$ cat src/rtl/arith_pkg.sv
// Shared constants for the arithmetic functional unit: default lane widths and
// the add/sub op encoding used on add_sub.
package arith_pkg;
  localparam int IN_WIDTH_DEF = 8;
  localparam int WIDTH_DEF    = 16;

  localparam logic ADD = 1'b0;
  localparam logic SUB = 1'b1;
endpackage

$ cat src/rtl/addsub_core.sv
// Combinational WIDTH-bit add/subtract; o_carry is the carry-out on add and
// the unsigned borrow (i_a < i_b) on subtract. Zero latency, no flow control.
module addsub_core
  import arith_pkg::*;
#(
  parameter int WIDTH = WIDTH_DEF
) (
  input  logic             i_op,
  input  logic [WIDTH-1:0] i_a,
  input  logic [WIDTH-1:0] i_b,
  output logic [WIDTH-1:0] o_res,
  output logic             o_carry
);

  logic [WIDTH:0] w_ext;

  // Extending by one bit makes bit WIDTH the carry on add and the borrow on
  // subtract, since the difference goes negative exactly when i_a < i_b.
  always_comb begin
    w_ext = '0;
    if (i_op == SUB) begin
      w_ext = {1'b0, i_a} - {1'b0, i_b};
    end else begin
      w_ext = {1'b0, i_a} + {1'b0, i_b};
    end
  end

  assign o_res   = w_ext[WIDTH-1:0];
  assign o_carry = w_ext[WIDTH];

endmodule

$ cat src/rtl/arith_fu.sv
// Registered multiplier and add/sub lanes, each with a sticky done flag.
// 1-cycle latency per lane; no backpressure, a start is accepted every cycle.
module arith_fu
  import arith_pkg::*;
#(
  parameter int IN_WIDTH = IN_WIDTH_DEF,
  parameter int WIDTH    = WIDTH_DEF
) (
  input  logic                  clk,
  input  logic                  reset,
  input  logic                  mul_start,
  input  logic [IN_WIDTH-1:0]   mul_in1,
  input  logic [IN_WIDTH-1:0]   mul_in2,
  output logic [2*IN_WIDTH-1:0] mul_out,
  output logic                  mul_done,
  input  logic                  as_start,
  input  logic                  add_sub,
  input  logic [WIDTH-1:0]      as_in1,
  input  logic [WIDTH-1:0]      as_in2,
  output logic [WIDTH-1:0]      as_out,
  output logic                  as_carry,
  output logic                  as_done
);

  logic [2*IN_WIDTH-1:0] w_prod;
  logic [WIDTH-1:0]      w_as_res;
  logic                  w_as_carry;

  logic [2*IN_WIDTH-1:0] r_mul_out;
  logic                  r_mul_done;
  logic [WIDTH-1:0]      r_as_out;
  logic                  r_as_carry;
  logic                  r_as_done;

  // Full-width operands so the product never truncates.
  assign w_prod = {{IN_WIDTH{1'b0}}, mul_in1} * {{IN_WIDTH{1'b0}}, mul_in2};

  addsub_core #(
    .WIDTH (WIDTH)
  ) u_addsub (
    .i_op    (add_sub),
    .i_a     (as_in1),
    .i_b     (as_in2),
    .o_res   (w_as_res),
    .o_carry (w_as_carry)
  );

  always_ff @(posedge clk) begin
    if (reset) begin
      r_mul_out  <= '0;
      r_mul_done <= 1'b0;
      r_as_out   <= '0;
      r_as_carry <= 1'b0;
      r_as_done  <= 1'b0;
    end else begin
      if (mul_start) begin
        r_mul_out  <= w_prod;
        r_mul_done <= 1'b1;
      end
      if (as_start) begin
        r_as_out   <= w_as_res;
        r_as_carry <= w_as_carry;
        r_as_done  <= 1'b1;
      end
    end
  end

  assign mul_out  = r_mul_out;
  assign mul_done = r_mul_done;
  assign as_out   = r_as_out;
  assign as_carry = r_as_carry;
  assign as_done  = r_as_done;

endmodule

$ cat config.mk
export PLATFORM = sky130hd
export DESIGN_NAME = arith_fu
export DESIGN_NICKNAME = d
export VERILOG_FILES = /design/src/rtl/arith_pkg.sv /design/src/rtl/addsub_core.sv /design/src/rtl/arith_fu.sv
export SDC_FILE = /design/constraint.sdc
export NUM_CORES = 1
export LEC_CHECK = 0
export BUFFER_PORTS_ARGS = -buffer_cell sky130_fd_sc_hd__buf_4
export CORE_MARGIN = 2
export CORE_UTILIZATION = 40
export DETAILED_ROUTE_END_ITERATION = 7
export SLEW_MARGIN = 20
export SYNTH_ARGS = -nofsm -noshare
export SYNTH_HDL_FRONTEND = slang
export SYNTH_HIERARCHICAL = 1
export SYNTH_SLANG_ARGS = --single-unit
$ cat constraint.sdc
create_clock -name clk -period 4.78 [get_ports clk]
set_input_delay 0.478 -clock clk [delete_from_list [all_inputs] [get_ports clk]]
set_output_delay 0.478 -clock clk [all_outputs]
set_load 0.1 [all_outputs]
---- Yosys cells after proc, flatten, opt, wreduce, memory -nomap -nowiden ----
Cells that the tools add are included.
cells by class
  multipliers ............................. 1
  add/sub/neg operators ................... 2
  muxes and demuxes ....................... 1
operators with widths
  kind              count
  $add A16 B16 Y17  1
  $mux W17          1
  $sub A16 B16 Y17  1
  $mul A8 B8 Y16    1
storage, ports and cells
  output and inout bits ................... 35
  bits of input ports ..................... 53
  bits in registers ....................... 35
  logic and storage cells ................. 9

---- Logic depth before layout (Yosys ltp) ----
  word-level depth ........................ 2
  depth in mapped cells ................... 15

---- Cells and area by module ----
The synthesis kept the hierarchy.
by module, submodules not included
  module       times used  seq. area each (µm²)  cells each  area each (µm²)
  arith_fu     1           700.7                 375         3335.7
  addsub_core  1           0.0                   160         1159.9

---- Worst setup path before layout ----
Ideal clock, no wire load.
  kind .................................... in2reg
  start ................................... in mul_in1[3]
  end ..................................... reg r_mul_out[13], in the netlist mul_out[13]
  required time ........................... 4.685 ns
  data arrival time ....................... 4.248 ns
  cell stages on the path ................. 15
  slack ................................... 0.437 ns
  path buffers ............................ 0
  library setup time ...................... 0.095 ns
  path through ............................ and2_1 -> fa_1 -> inv_1 -> fa_1 -> inv_1 -> fa_1 -> inv_1 -> fa_1 -> inv_1 -> ha_1 -> and2_4 -> a221oi_4 -> a21boi_2 -> or4_1 -> o311ai_1
on the way
  word-level cells in the longest chain between the ends .. 1
RTL lines
  what                  RTL line        source
  start, declared       arith_fu.sv:12  input logic [IN_WIDTH-1:0] mul_in1,
  $mul A8 B8 Y16        arith_fu.sv:36  assign w_prod = {{IN_WIDTH{1'b0}}, mul_in1} * {{IN_WIDTH{1'b0}}, mul_in2};
  end signal, assigned  arith_fu.sv:57  r_mul_out <= w_prod;
  end, declared         arith_fu.sv:29  logic [2*IN_WIDTH-1:0] r_mul_out;
No other way between the ends.
A chain may end at the register's enable or synchronous reset.

---- Final worst setup path ----
Ends and elaborated chain as after synthesis.

==> impl_results.md <==
* Average vias per placed instance at 5.186
* Detail Route Antenna Nets at 0
* Largest clock skew in the final design at 0 ns
* First drt pass iteration count at 5
* Number of buffers inserted to repair setup after CTS at 0
* Sinks on Clock Net at 35
* Filler cells at 1068
* Hold-fix buffers at CTS at 0
* Setup_tns at 0 ns
* DR vias at 3926
* Number of flops mapped to enable cells by yosys at 0
* Period utilisation layout at 90.64%
* Global-route wire length before repair at 18500 µm
* Area fraction in compound gates after synthesis at 13.80%
* Arithmetic-cell share of the synthesized area counting full adders, half adders and majority gates at 31.23%
* Post-synth design cell area at 4496 µm²
* Std cell rows at 38
* Clock tree root driver cell: clkbuf_8
* Worst Setup Slack, final at 0.4474 ns
* Number of instances in the synthesized netlist at 535
* Max transition margin at 67.90%
* Xor and xnor area share after synthesis at 5.845%
* Synth Flop Type: dfxtp_1
* Share of synthesized cell area in and, or, nand and nor gates at 21.57%
* Max-Cap Viols at 0
* Outcome: complete, no violations
* Power Dens Cells at 394.9 nW/µm²
* Final Setup Violations at 0
* Upper clock frequency limit at 0.2308 GHz
* Crit Path Max Fanout at 8
* Tot GR Track Use at 19.08%
* Estimated wirelength of the detail-placed design at 8969 µm
* RSZ-0062 raised after global routing: no
* Async SR Flop Fraction at 0%
* Mean post-synth cell area at 8.403 µm²
* Post-synthesis register bit count at 35
* Depth of the CTS H-tree at 2
* Final number of hold-violating endpoints at 0
* Worst voltage drop across the vdd grid at 0.4374 mV
* Total congestion overflow after global routing at 0
* Maximum number of pins on one net before global-route repair at 38
* Tmin final at 4.333 ns
* DP Worst Slack at 0.1364 ns
* Number of pins with negative max-slew slack in the final report at 0
* Chip width at 110.0 µm
* Area of the core region at 10890 µm²
* Routability congestion estimate from global placement at 0.8781
* Starting Density at 41.29%
* Final net count at 760
* Clock-pin slew on the worst setup and hold paths at 0.07 ns
* Area delta synth->final at 19.20%
* Via count of the first global-routing pass at 4019
* Endpoint type of the worst setup path: flip-flop
* Sort of element at the start of the critical path: input port
* Initial detailed-routing violation count at 143
* Chip Height at 110.0 µm
* Number of antenna violations at the first check in global routing at 0
* Layout cell share with drive strength beyond 1 at 17.67%
* Antenna diodes at 0
* Number of CTS-inserted buffers at 5
* Routed len/inst at 14.12 µm
* Largest family of logic cells by synthesized area: adder cells
* Yosys warning total at 6
* Drt total wl at 10690 µm
* Worst-margin pin slew at 0.4765 ns
* Crit path DAT at 4.53 ns
* Critical path start-end classification: input port to flip-flop
* PostCTS Resize Cnt at 0
* Distinct cell type count after synthesis at 61
* Leakage power at 2.631 nW
* CTS tree: built
* Clock Tree Buf Depth at 2
* Top-level port count at 88
* Die ar. at 12100 µm²
* Port Buf Inserts at 87
* Clock Latency Late Sink at 0.28 ns
* Path type of the worst min-delay path: flip-flop to flip-flop
* Proportion of synthesized area in mux cells at 5.121%
* Critical path data required time at 4.98 ns
* Net Count, Synth at 678
* DR DRC count at 0
* Combined flip-flop and latch cell area at 700.7 µm²
* Share of the yosys chip area belonging to registers at 15.59%
* Area of the multi-input gates at 3487 µm²
## synthesized netlist by cell type (6+ instances only)
cell type	instances	area share (%)
fa_1	37	16
nor2_1	53	4.4
nor3_1	9	1.0
o21ai_0	12	1.3
and2_1	45	6.3
nand2_1	39	3.3
xor2_1	9	1.8
xnor2_1	21	4.1
nand3_1	7	0.78
inv_1	66	5.5
dfxtp_1	35	16
mux2i_1	23	5.1
a21oi_1	36	4.0
ha_1	53	15
clkbuf_1	6	0.50
## power breakdown
part | internal, W | switching, W | total (W)
clock network | 0.000113 | 0.000107 | 0.000220
logic | 0.000509 | 0.00100 | 0.00151
registers | 0.000350 | 0.0000378 | 0.000387
total | 0.000972 | 0.00114 | 0.00212
## through the flow
step	util, %	area [µm²]	hold slack (ns)	power [W]	std cells
final	49.22	5359	0.4621	0.002116	757
after global routing	49.22	5359	0.4840	0.002308	757
after CTS	49.22	5359	0.4716	0.002135	757
after detailed placement	48.41	5271	0.4531	0.001904	750
after global placement	48.41	5271	0.4454	0.001893	750
after floorplan	-	4496	0.6456	0.001565	535
## worst paths after layout
path / cells after the start / endpoint / from / slack (ns)
worst max-delay path: 16 / mul_out[13]$_SDFFE_PP0P_ / mul_in1[3] / 0.45
worst min-delay path: 2 / mul_out[12]$_SDFFE_PP0P_ / mul_out[12]$_SDFFE_PP0P_ / 0.46
worst max register to register: 3 / mul_out[15]$_SDFFE_PP0P_ / mul_out[15]$_SDFFE_PP0P_ / 3.91
worst min register to register: 2 / mul_out[12]$_SDFFE_PP0P_ / mul_out[12]$_SDFFE_PP0P_ / 0.46
## cell families after synthesis
logic type	after synthesis
and+or+nand+nor	186
AOI/OAI and AO/OA	92
adders and majority gates	90
buffers and inverters	79
DFF	35
xor gates and xnor gates	30
muxes	23
## layer usage
layer,up-vias,GRT usage (%),routed length (µm)
met3,11,2.998,514
met1,1884,26.32,4947
met2,76,32.16,5140
met5,-,0,0
met4,0,2.803,87
li1,1955,-,-
## critical path: stages
cell and delay [ns]:
buf_4 0.14, and2_1 0.17, fa_1 0.53, inv_1 0.05, fa_1 0.48, inv_1 0.05
fa_1 0.53, inv_1 0.05, fa_1 0.53, inv_1 0.04, ha_1 0.32, and2_4 0.16
a221oi_4 0.30, a21boi_2 0.10, or4_1 0.50, o311ai_1 0.08
## registers in the layout, indices dropped and copies added, names as in the netlist
| signal | flops |
|---|---|
| mul_done | 1 |
| as_done | 1 |
| as_out | 16 |
| mul_out | 16 |
| as_carry | 1 |
## cells in the final DEF (no fill, tap or decap), types with 5 or more instances in the layout
cell type / Yosys / layout
a211oi_1: 5 / 5
a21o_1: 5 / 5
a21oi_1: 36 / 36
and2_1: 45 / 45
buf_4: 0 / 88
clkbuf_8: 0 / 6
dfxtp_1: 35 / 35
fa_1: 37 / 37
ha_1: 53 / 53
inv_1: 66 / 66
mux2i_1: 23 / 23
nand2_1: 39 / 39
nand2b_1: 5 / 5
nand3_1: 7 / 7
nor2_1: 53 / 53
nor3_1: 9 / 9
o211ai_1: 5 / 5
o21ai_0: 12 / 12
xnor2_1: 21 / 21
xor2_1: 9 / 9
## layout make-up
cell class	instances	area share [%]
Tap cell	140	3.269
Inverter	66	4.623
Sequential cell	35	13.07
Multi-Input combinational cell	421	65.07
Timing Repair Buffer	88	12.33
Clock inverter	1	0.09339
Clock buffer	6	1.541
No activity file was read; power rests on OpenSTA's default activity.
